### config.mk
export PLATFORM = sky130hd
export DESIGN_NAME = uart_rx_fifo
export DESIGN_NICKNAME = d
export VERILOG_FILES = /design/src/rtl/uart_rx_pkg.sv /design/src/rtl/uart_rx_fifo_mem.sv /design/src/rtl/uart_rx_fifo.sv
export SDC_FILE = /design/constraint.sdc
export NUM_CORES = 1
export LEC_CHECK = 0
export ABC_AREA = 1
export BUFFER_PORTS_ARGS = -buffer_cell sky130_fd_sc_hd__buf_4
export CORE_ASPECT_RATIO = 1.25
export CORE_MARGIN = 1.5
export CORE_UTILIZATION = 50
export CTS_CLUSTER_SIZE = 12
export DETAILED_ROUTE_END_ITERATION = 10
export PLACE_DENSITY = 0.74
export SLEW_MARGIN = 30
export SYNTH_ARGS = -nofsm -noshare
export SYNTH_HDL_FRONTEND = slang
export SYNTH_SLANG_ARGS = --single-unit
### constraint.sdc
create_clock -name clk -period 2 [get_ports clk]
set_input_delay 0.3 -clock clk [delete_from_list [all_inputs] [get_ports clk]]
set_output_delay 0.3 -clock clk [all_outputs]
set_load 0.02 [all_outputs]
### src/rtl/uart_rx_pkg.sv
// Shared constants, types and helpers for the UART receive buffer.
// Optional error counters are enabled by defining UART_RX_ERR_CNT_EN.
package uart_rx_pkg;

  localparam int unsigned DEF_DATA_WIDTH = 8;
  localparam int unsigned DEF_DEPTH      = 16;
  localparam int unsigned DEF_AW         = $clog2(DEF_DEPTH);
  localparam int unsigned DEF_CNT_W      = 8;

  // Pointer carries one extra wrap bit so full and empty are distinguishable.
  typedef logic [DEF_AW:0]      ptr_t;
  typedef logic [DEF_CNT_W-1:0] cnt_t;

  // Increment that sticks at all-ones.
  function automatic cnt_t sat_inc(input cnt_t v);
    return (v == '1) ? v : v + cnt_t'(1);
  endfunction

endpackage

### src/rtl/uart_rx_fifo_mem.sv
// Storage array for the receive FIFO: one synchronous write port, one
// asynchronous read port, no reset (contents are don't-care until written).
// Ports:
//   clk    in   clock
//   we     in   write enable
//   waddr  in   write address
//   wdata  in   write data
//   raddr  in   read address
//   rdata  out  combinational read data
module uart_rx_fifo_mem
  import uart_rx_pkg::*;
#(
  parameter  int unsigned DW    = DEF_DATA_WIDTH,
  parameter  int unsigned DEPTH = DEF_DEPTH,
  localparam int unsigned AW    = $clog2(DEPTH)
) (
  input  logic          clk,
  input  logic          we,
  input  logic [AW-1:0] waddr,
  input  logic [DW-1:0] wdata,
  input  logic [AW-1:0] raddr,
  output logic [DW-1:0] rdata
);

  logic [DW-1:0] mem [DEPTH];

  always_ff @(posedge clk) begin
    if (we) mem[waddr] <= wdata;
  end

  assign rdata = mem[raddr];

endmodule

### src/rtl/uart_rx_fifo.sv
// Receive buffer behind the UART RX frame FSM. Captures one byte per good
// frame on the rising edge of data_valid, holds up to DEPTH bytes and
// presents them on a first-word-fall-through valid/ready port. A byte
// arriving while full (with no pop) is dropped and sets a sticky overflow.
// Optional macro UART_RX_ERR_CNT_EN adds saturating parity/stop error
// counters; without it the counter outputs are tied to zero.
// Ports:
//   clk, rst_n          clock, synchronous active-low reset
//   p_data, data_valid  deserializer byte and frame-good level
//   par_err, stp_err    parity / stop error levels (counters only)
//   flush               synchronous empty request
//   rd_ready            consumer accepts rd_data
//   rd_valid, rd_data   FIFO head
//   count, full         occupancy 0..DEPTH, count==DEPTH
//   overflow, ovf_clr   sticky drop flag and its clear
//   par_err_cnt, stp_err_cnt  error frame counters
module uart_rx_fifo
  import uart_rx_pkg::*;
#(
  parameter  int unsigned DATA_WIDTH = DEF_DATA_WIDTH,
  parameter  int unsigned DEPTH      = DEF_DEPTH,
  localparam int unsigned AW         = $clog2(DEPTH),
  localparam int unsigned CNT_W      = DEF_CNT_W
) (
  input  logic                  clk,
  input  logic                  rst_n,
  input  logic [DATA_WIDTH-1:0] p_data,
  input  logic                  data_valid,
  input  logic                  par_err,
  input  logic                  stp_err,
  input  logic                  flush,
  input  logic                  rd_ready,
  output logic                  rd_valid,
  output logic [DATA_WIDTH-1:0] rd_data,
  output logic [AW:0]           count,
  output logic                  full,
  output logic                  overflow,
  input  logic                  ovf_clr,
  output logic [CNT_W-1:0]      par_err_cnt,
  output logic [CNT_W-1:0]      stp_err_cnt
);

  localparam int unsigned PW = AW + 1;

  logic [PW-1:0] wr_ptr, rd_ptr, wr_ptr_nxt, rd_ptr_nxt, count_nxt;
  logic          dv_q;
  logic          push, pop, wr_en, ovf_set;
  logic          full_nxt, rd_valid_nxt;

  // Next pointer/occupancy; flush overrides any same-cycle push or pop.
  always_comb begin
    push       = data_valid & ~dv_q;
    pop        = rd_valid & rd_ready;
    wr_en      = 1'b0;
    ovf_set    = 1'b0;
    wr_ptr_nxt = wr_ptr;
    rd_ptr_nxt = rd_ptr;
    count_nxt  = count;
    if (flush) begin
      wr_ptr_nxt = '0;
      rd_ptr_nxt = '0;
      count_nxt  = '0;
    end else begin
      // A pop in the same cycle frees the slot the push needs.
      wr_en   = push & (~full | pop);
      ovf_set = push & full & ~pop;
      if (wr_en) wr_ptr_nxt = wr_ptr + PW'(1);
      if (pop)   rd_ptr_nxt = rd_ptr + PW'(1);
      count_nxt = count + PW'(wr_en) - PW'(pop);
    end
    rd_valid_nxt = (wr_ptr_nxt != rd_ptr_nxt);
    full_nxt     = (wr_ptr_nxt[AW] != rd_ptr_nxt[AW]) &&
                   (wr_ptr_nxt[AW-1:0] == rd_ptr_nxt[AW-1:0]);
  end

  // Pointers, flags and edge-detect register.
  always_ff @(posedge clk) begin
    if (!rst_n) begin
      wr_ptr   <= '0;
      rd_ptr   <= '0;
      count    <= '0;
      rd_valid <= 1'b0;
      full     <= 1'b0;
      overflow <= 1'b0;
      dv_q     <= 1'b0;
    end else begin
      wr_ptr   <= wr_ptr_nxt;
      rd_ptr   <= rd_ptr_nxt;
      count    <= count_nxt;
      rd_valid <= rd_valid_nxt;
      full     <= full_nxt;
      dv_q     <= data_valid;
      // A drop in the same cycle as a clear keeps the flag set.
      if (ovf_set)      overflow <= 1'b1;
      else if (ovf_clr) overflow <= 1'b0;
    end
  end

  uart_rx_fifo_mem #(
    .DW    (DATA_WIDTH),
    .DEPTH (DEPTH)
  ) u_mem (
    .clk   (clk),
    .we    (wr_en),
    .waddr (wr_ptr[AW-1:0]),
    .wdata (p_data),
    .raddr (rd_ptr[AW-1:0]),
    .rdata (rd_data)
  );

`ifdef UART_RX_ERR_CNT_EN
  logic par_q, stp_q;

  // Count error frames on the rising edge of each error level; clear wins.
  always_ff @(posedge clk) begin
    if (!rst_n) begin
      par_q       <= 1'b0;
      stp_q       <= 1'b0;
      par_err_cnt <= '0;
      stp_err_cnt <= '0;
    end else begin
      par_q <= par_err;
      stp_q <= stp_err;
      if (ovf_clr) begin
        par_err_cnt <= '0;
        stp_err_cnt <= '0;
      end else begin
        if (par_err & ~par_q) par_err_cnt <= sat_inc(par_err_cnt);
        if (stp_err & ~stp_q) stp_err_cnt <= sat_inc(stp_err_cnt);
      end
    end
  end
`else
  logic unused_err;
  assign unused_err  = par_err ^ stp_err;
  assign par_err_cnt = '0;
  assign stp_err_cnt = '0;
`endif

endmodule

* Yosys cells after proc, flatten, opt, wreduce, memory -nomap -nowiden
Memories as Yosys holds them, arrays and structs flattened. A register that Yosys moved wholly into a read port is not among the register bits.
Index checks and enable logic that the tools add are counted.
W data, S select, Z words.
** Word-level totals
- Latch bits :: 0
- Bits of input ports :: 16
- Memories kept :: 1
- Logic and storage cells :: 39
- Bits in read-only memories :: 0
- RAM bits :: 128
- Register bits :: 19
** Memories
- u_mem.mem :: words 16, bits a word 8, rd ports 1, clocked after Yosys merged registers in 1, wr ports 1, line uart_rx_fifo_mem.sv:25 : logic [DW-1:0] mem [DEPTH];
** Cells by class
- Reduce and logical (&&, ||, !) cells :: 3
- Multiplexer cells :: 11
- $lt $le $gt $ge :: 0
- Div/mod/pow operators :: 0
- Multipliers :: 0
- Bitwise logic cells :: 10
- Shift-type cells :: 0
- $add $sub $neg :: 4
- Equal/unequal tests :: 3
** Operators with widths (number)
- $mux W5 :: 4
- $add A5 B1 Y5 const B :: 2
- $mux W1 :: 6
- $add A5 B1 Y5 :: 1
- $and A1 B1 Y1 :: 5
- $ne A5 B5 Y1 :: 1
- $sub A5 B1 Y5 :: 1
- $eq A4 B4 Y1 :: 1
- $mux W4 :: 1
- $not A1 Y1 :: 4
- $reduce_bool A2 Y1 :: 1
- $reduce_or A2 Y1 :: 1
- $logic_and A1 B1 Y1 :: 1
- $ne A1 B1 Y1 :: 1
- $or A1 B1 Y1 :: 1

* Depth between registers and ports, before layout
- Depth after elaboration :: 7
- Depth in mapped cells :: 13
- Depth with buffers taken out :: 13

* By module
From an unflattened synthesis, not the netlist that was laid out.
** Unflattened totals
- Cells, all modules :: 721
- Area, all modules :: 6871.6 um2
** Modules (own cells, without submodules)
- uart_rx_fifo_mem :: times used 1, cells an instance 543, area an instance 5606.6 um2
- uart_rx_fifo :: times used 1, cells an instance 178, area an instance 1265.0 um2

* Least setup slack after synthesis
OpenSTA, ideal clock, no wires.
- Kind :: reg-to-reg
- Start :: reg rd_valid
- End :: reg count[4]
- Arrival time :: 2.111 ns
- Clock period less this slack :: 2.240 ns
- Path slack :: -0.240 ns
- Cell stages (with the launch flop) :: 13
- Setup time :: 0.128 ns
- Path through :: dfxtp_1 -> nand2_2 -> nand2_4 -> nand2_8 -> ha_1 -> inv_1 -> ha_1 -> inv_1 -> fa_1 -> nor3_1 -> a211oi_1 -> o21ai_0 -> a21oi_1
** On the way
- Word-level cells in the longest chain between the ends :: 5
** RTL lines
- start: declaration :: line uart_rx_fifo.sv:33 : output logic rd_valid,
- start signal: assignment :: line uart_rx_fifo.sv:90 : rd_valid <= rd_valid_nxt;
- $and A1 B1 Y1 * :: line uart_rx_fifo.sv:53 : pop = rd_valid & rd_ready;
- $or A1 B1 Y1 :: line uart_rx_fifo.sv:65 : wr_en = push & (~full | pop);
- $and A1 B1 Y1 :: line uart_rx_fifo.sv:65
- $add A5 B1 Y5 :: line uart_rx_fifo.sv:69 : count_nxt = count + PW'(wr_en) - PW'(pop);
- $sub A5 B1 Y5 * :: line uart_rx_fifo.sv:69
- end signal: assignment :: line uart_rx_fifo.sv:89 : count <= count_nxt;
- end: declaration :: line uart_rx_fifo.sv:35 : output logic [AW:0] count,
Every way passes the cells marked *; elsewhere a longest branch is shown, timed or not.
A chain may end at the register's enable or synchronous reset.

==> flow_summary.toml <==
[outcome]
run_status = "finished, violations left"
violations = "setup timing"

[sta]
fin_crit_ns = 2.26
timing.final.max_slew_violations = 0
finalHoldViolCount = 0
timing.clock.skew_ns = 0.0118
achievable_clock_frequency_mhz = 443
finalWorstSetupSlack_ns = -0.257
report.final.setup_viol = 8
timing.setup.tns_ns = -1.26
post-route-period-util_pct = 113
grt_setup_unrepaired = "yes"

[synthesis]
synthesis.area_per_instance_sq_um = 11.5
combined_area_of_all_synthesized_cells_sq_um = 6260
yosys.area.top_type_share_pct = 61.4
largest_family_of_logic_cells_by_synthesized_area = "simple AND/OR/NAND/NOR gates"
syn_inst = 545
ys.flop_type = "edfxtp_1"
post_synth_and_or_nand_nor_area_fraction_pct = 13.9
ys_async_sr_fraction_pct = 0
synth-compound-area-share_pct = 10.0
synth_seq_area_share_pct = 67.5
synth_top_area_cell = "edfxtp_1"
post_synth_mux_area_share_pct = 0
synth_top_cells_by_area = "edfxtp_1 61%, nor2_1 6.4%, dfxtp_1 6.1%, o21ai_0 4.9%, nand2_1 3.7%"
synth-edff-count = 128
synth_common_cells = "128 x edfxtp_1, 106 x nor2_1, 62 x nand2_1"
yosysWarningCount = 0
flops_latches_synth = 147
post_synth_xor_area_fraction_pct = 0.839
yosys.cell_count.top_type = "edfxtp_1"
post_synth_fa_ha_maj_area_fraction_pct = 2.32
yosys.cell_types.count = 35

[power_and_ir_drop]
clkPwrFrac_pct = 44.6
power.sequential.fraction_pct = 48.5
sw_frac_of_total_pct = 21.2
p_total_mw = 6.95
cellInternalPower_mw = 5.48
combPwrFrac_pct = 6.8
power.ir.vdd_worst_mv = 0.573
power.density_cell_area_nw_per_um2 = 882
power.leakage_nw = 2.98
switchingPower_mw = 1.47

[global_routing]
gr-usage-all-layers_pct = 23.4
grt_max_degree = 29
globalRouteOverflowTotal = 0
via_count_of_the_first_global_routing_pass = 4468
grt_pass1_wl_um = 22700
grt_antenna_before_repair = 0

[worst_setup_path]
timing.critical_path.required_ns = 1.70
crit-reg2reg-launch = "rd_valid$_SDFF_PN0_"
crit_path_start = "rd_ptr[0]$_SDFF_PN0_"
cp_data_arrival_time_ns = 1.96
cell_by_cell_trace_of_the_critical_path = "inv_4, buf_12, buf_6, o21ai_4, o22ai_2, o211ai_1, nand3_1, buf_6"
cp_max_fo = 9
criticalPathCategory = "reg -> out"
slowest_delay_ns = 0.39
critical_path.endpoint_type = "output pin"
cp_slowest_cell = "dfxtp_4"
critical_path.most_common_cell = "buf_6"
critical_path.startpoint_type = "register"
worst_path_dominant_cell_family = "compound AO/OA/AOI/OAI gates"
worst-path-buf-inv = 4

[cts]
post_cts_hold_buffer_count = 0
clk_root_buffer_cell = "clkbuf_16"
cts_htree_levels = 4
cts_max_path_buffers = 2
tritoncts_buffer_count = 17
clock_edge_transition_at_the_registers_on_the_reported_setup_and_hold_paths_ns = 0.06
tritoncts = "done"
cts_num_sinks = 147
clk_latency_ns = 0.41

[final_layout]
final_area_sq_um = 7880
final_net_count = 646
area_delta_synth_final_pct = 25.8
layoutNonFillerInstCount = 796
antennaDiodeCount = 0
drive_gt1_share_pct = 24.8

[place]
placed_cell_area_sq_um = 6840
gp_congestion = 0.805
port-buffer-count = 29
place_hpwl_um = 9040
place.detailed.instances = 752
dp_worst_setup_slack_ns = -0.0821

[floorplan]
horizontal_die_dimension_um = 103
design.portCount = 48
floorplan.rows = 45
start_util_pct = 51.5
floorplan.die.height_um = 128
area_inside_the_core_boundary_sq_um = 12200
floorplan.die_area_sq_um = 13200

[routing]
detail_route.vias_per_cell = 5.61
routed-via-count = 4466
first_iter_violations = 459
antenna_left = 0
drcViolationCount = 0
routed_wire_length_per_instance_um = 19.0
wl_um = 15100
drt-pass1-iter-count = 5

[hold_path]
timing.hold.worst.class = "in -> reg"
hold_path.startpoint = "data_valid"

[run]
maxCapViolCount = 0
==> cell usage in the layout, fill, tap and decap left out, drive strengths merged, types with 3 or more instances in the layout <==
master	instances
a21oi	4
nor2	108
clkinv	3
nand4	4
dfxtp	19
nand3	24
clkbuf	29
buf	75
o22ai	18
inv	32
nand2	65
xor2	4
o221ai	14
edfxtp	128
o21ai	68
ha	10
conb	16
==> metal layers <==
layer | vias to the layer above | GRT usage (%) | wire, um | share of wire [%]
li1 | 2057 | - | - | -
met1 | 2117 | 27.4 | 5470 | 36
met2 | 247 | 40.1 | 7850 | 52
met3 | 45 | 4.36 | 1200 | 7.9
met4 | 0 | 13.0 | 603 | 4.0
met5 | - | 0 | 0 | 0
==> sequential cells by signal, indices dropped and copies added, names as in the netlist <==
register and count:
u_mem.mem 128, rd_valid 1, rd_ptr 5, full 1
dv_q 1, count 5, overflow 1, wr_ptr 5
==> worst min-delay path, stage by stage <==
cell and delay (ns):
buf_4 0.08, nand2_1 0.04, inv_1 0.05
==> cell families (layout without fill, tap and decap cells) <==
family / after synthesis / count (layout)
simple gates: 204 / 204
fa+ha+maj: 11 / 11
compound gates: 108 / 108
flops: 147 / 147
buf+inv: 68 / 140
xor+xnor: 6 / 6
other cells: 1 / 16
==> metrics by stage <==
| step | hold slack, ns | utilization [%] |
|---|---|---|
| final | 0.0960 | 64.8 |
| after CTS | 0.0841 | 62.7 |
| after detailed placement | 0.484 | 56.3 |
| after global routing | 0.102 | 64.8 |
| after global placement | 0.468 | 56.3 |
| after floorplan | 0.393 | - |
==> power groups by stage <==
stage	logic, mW	registers (mW)	clock network [mW]
after floorplan	0.231	3.45	0
after global placement	0.381	3.43	0
after detailed placement	0.395	3.44	0
after CTS	0.425	3.37	3.12
after global routing	0.514	3.37	3.26
final	0.475	3.37	3.10
==> cell type report <==
type                    instances  area [sq um]
clock buffers                  27           567
clock inverters                 5          30.0
well taps                     164           205
multi-input cells             345          1960
flip-flops and latches        147          4240
fillers                       855          4280
repair buffers                 78           766
inverters                      30           116
==> worst paths after layout <==
kind	depth (start not counted)	endpoint	slack [ns]
worst max-delay path	8	rd_data[3]	-0.26
worst min register to register	2	overflow$_SDFFE_PN0P_	0.49
worst min-delay path	3	dv_q$_SDFF_PN0_	0.1
worst max register to register	12	count[4]$_SDFF_PP0_	0.05
==> what timing repair did <==
action / 4_1_cts / 5_1_grt
setup buffers: 3 / 5
pin swaps: 11 / 19
setup endpoints to repair: 8 / 9
resized for setup: 21 / 54
cloned: 3 / 2
Power figures use the tool's default switching activity.
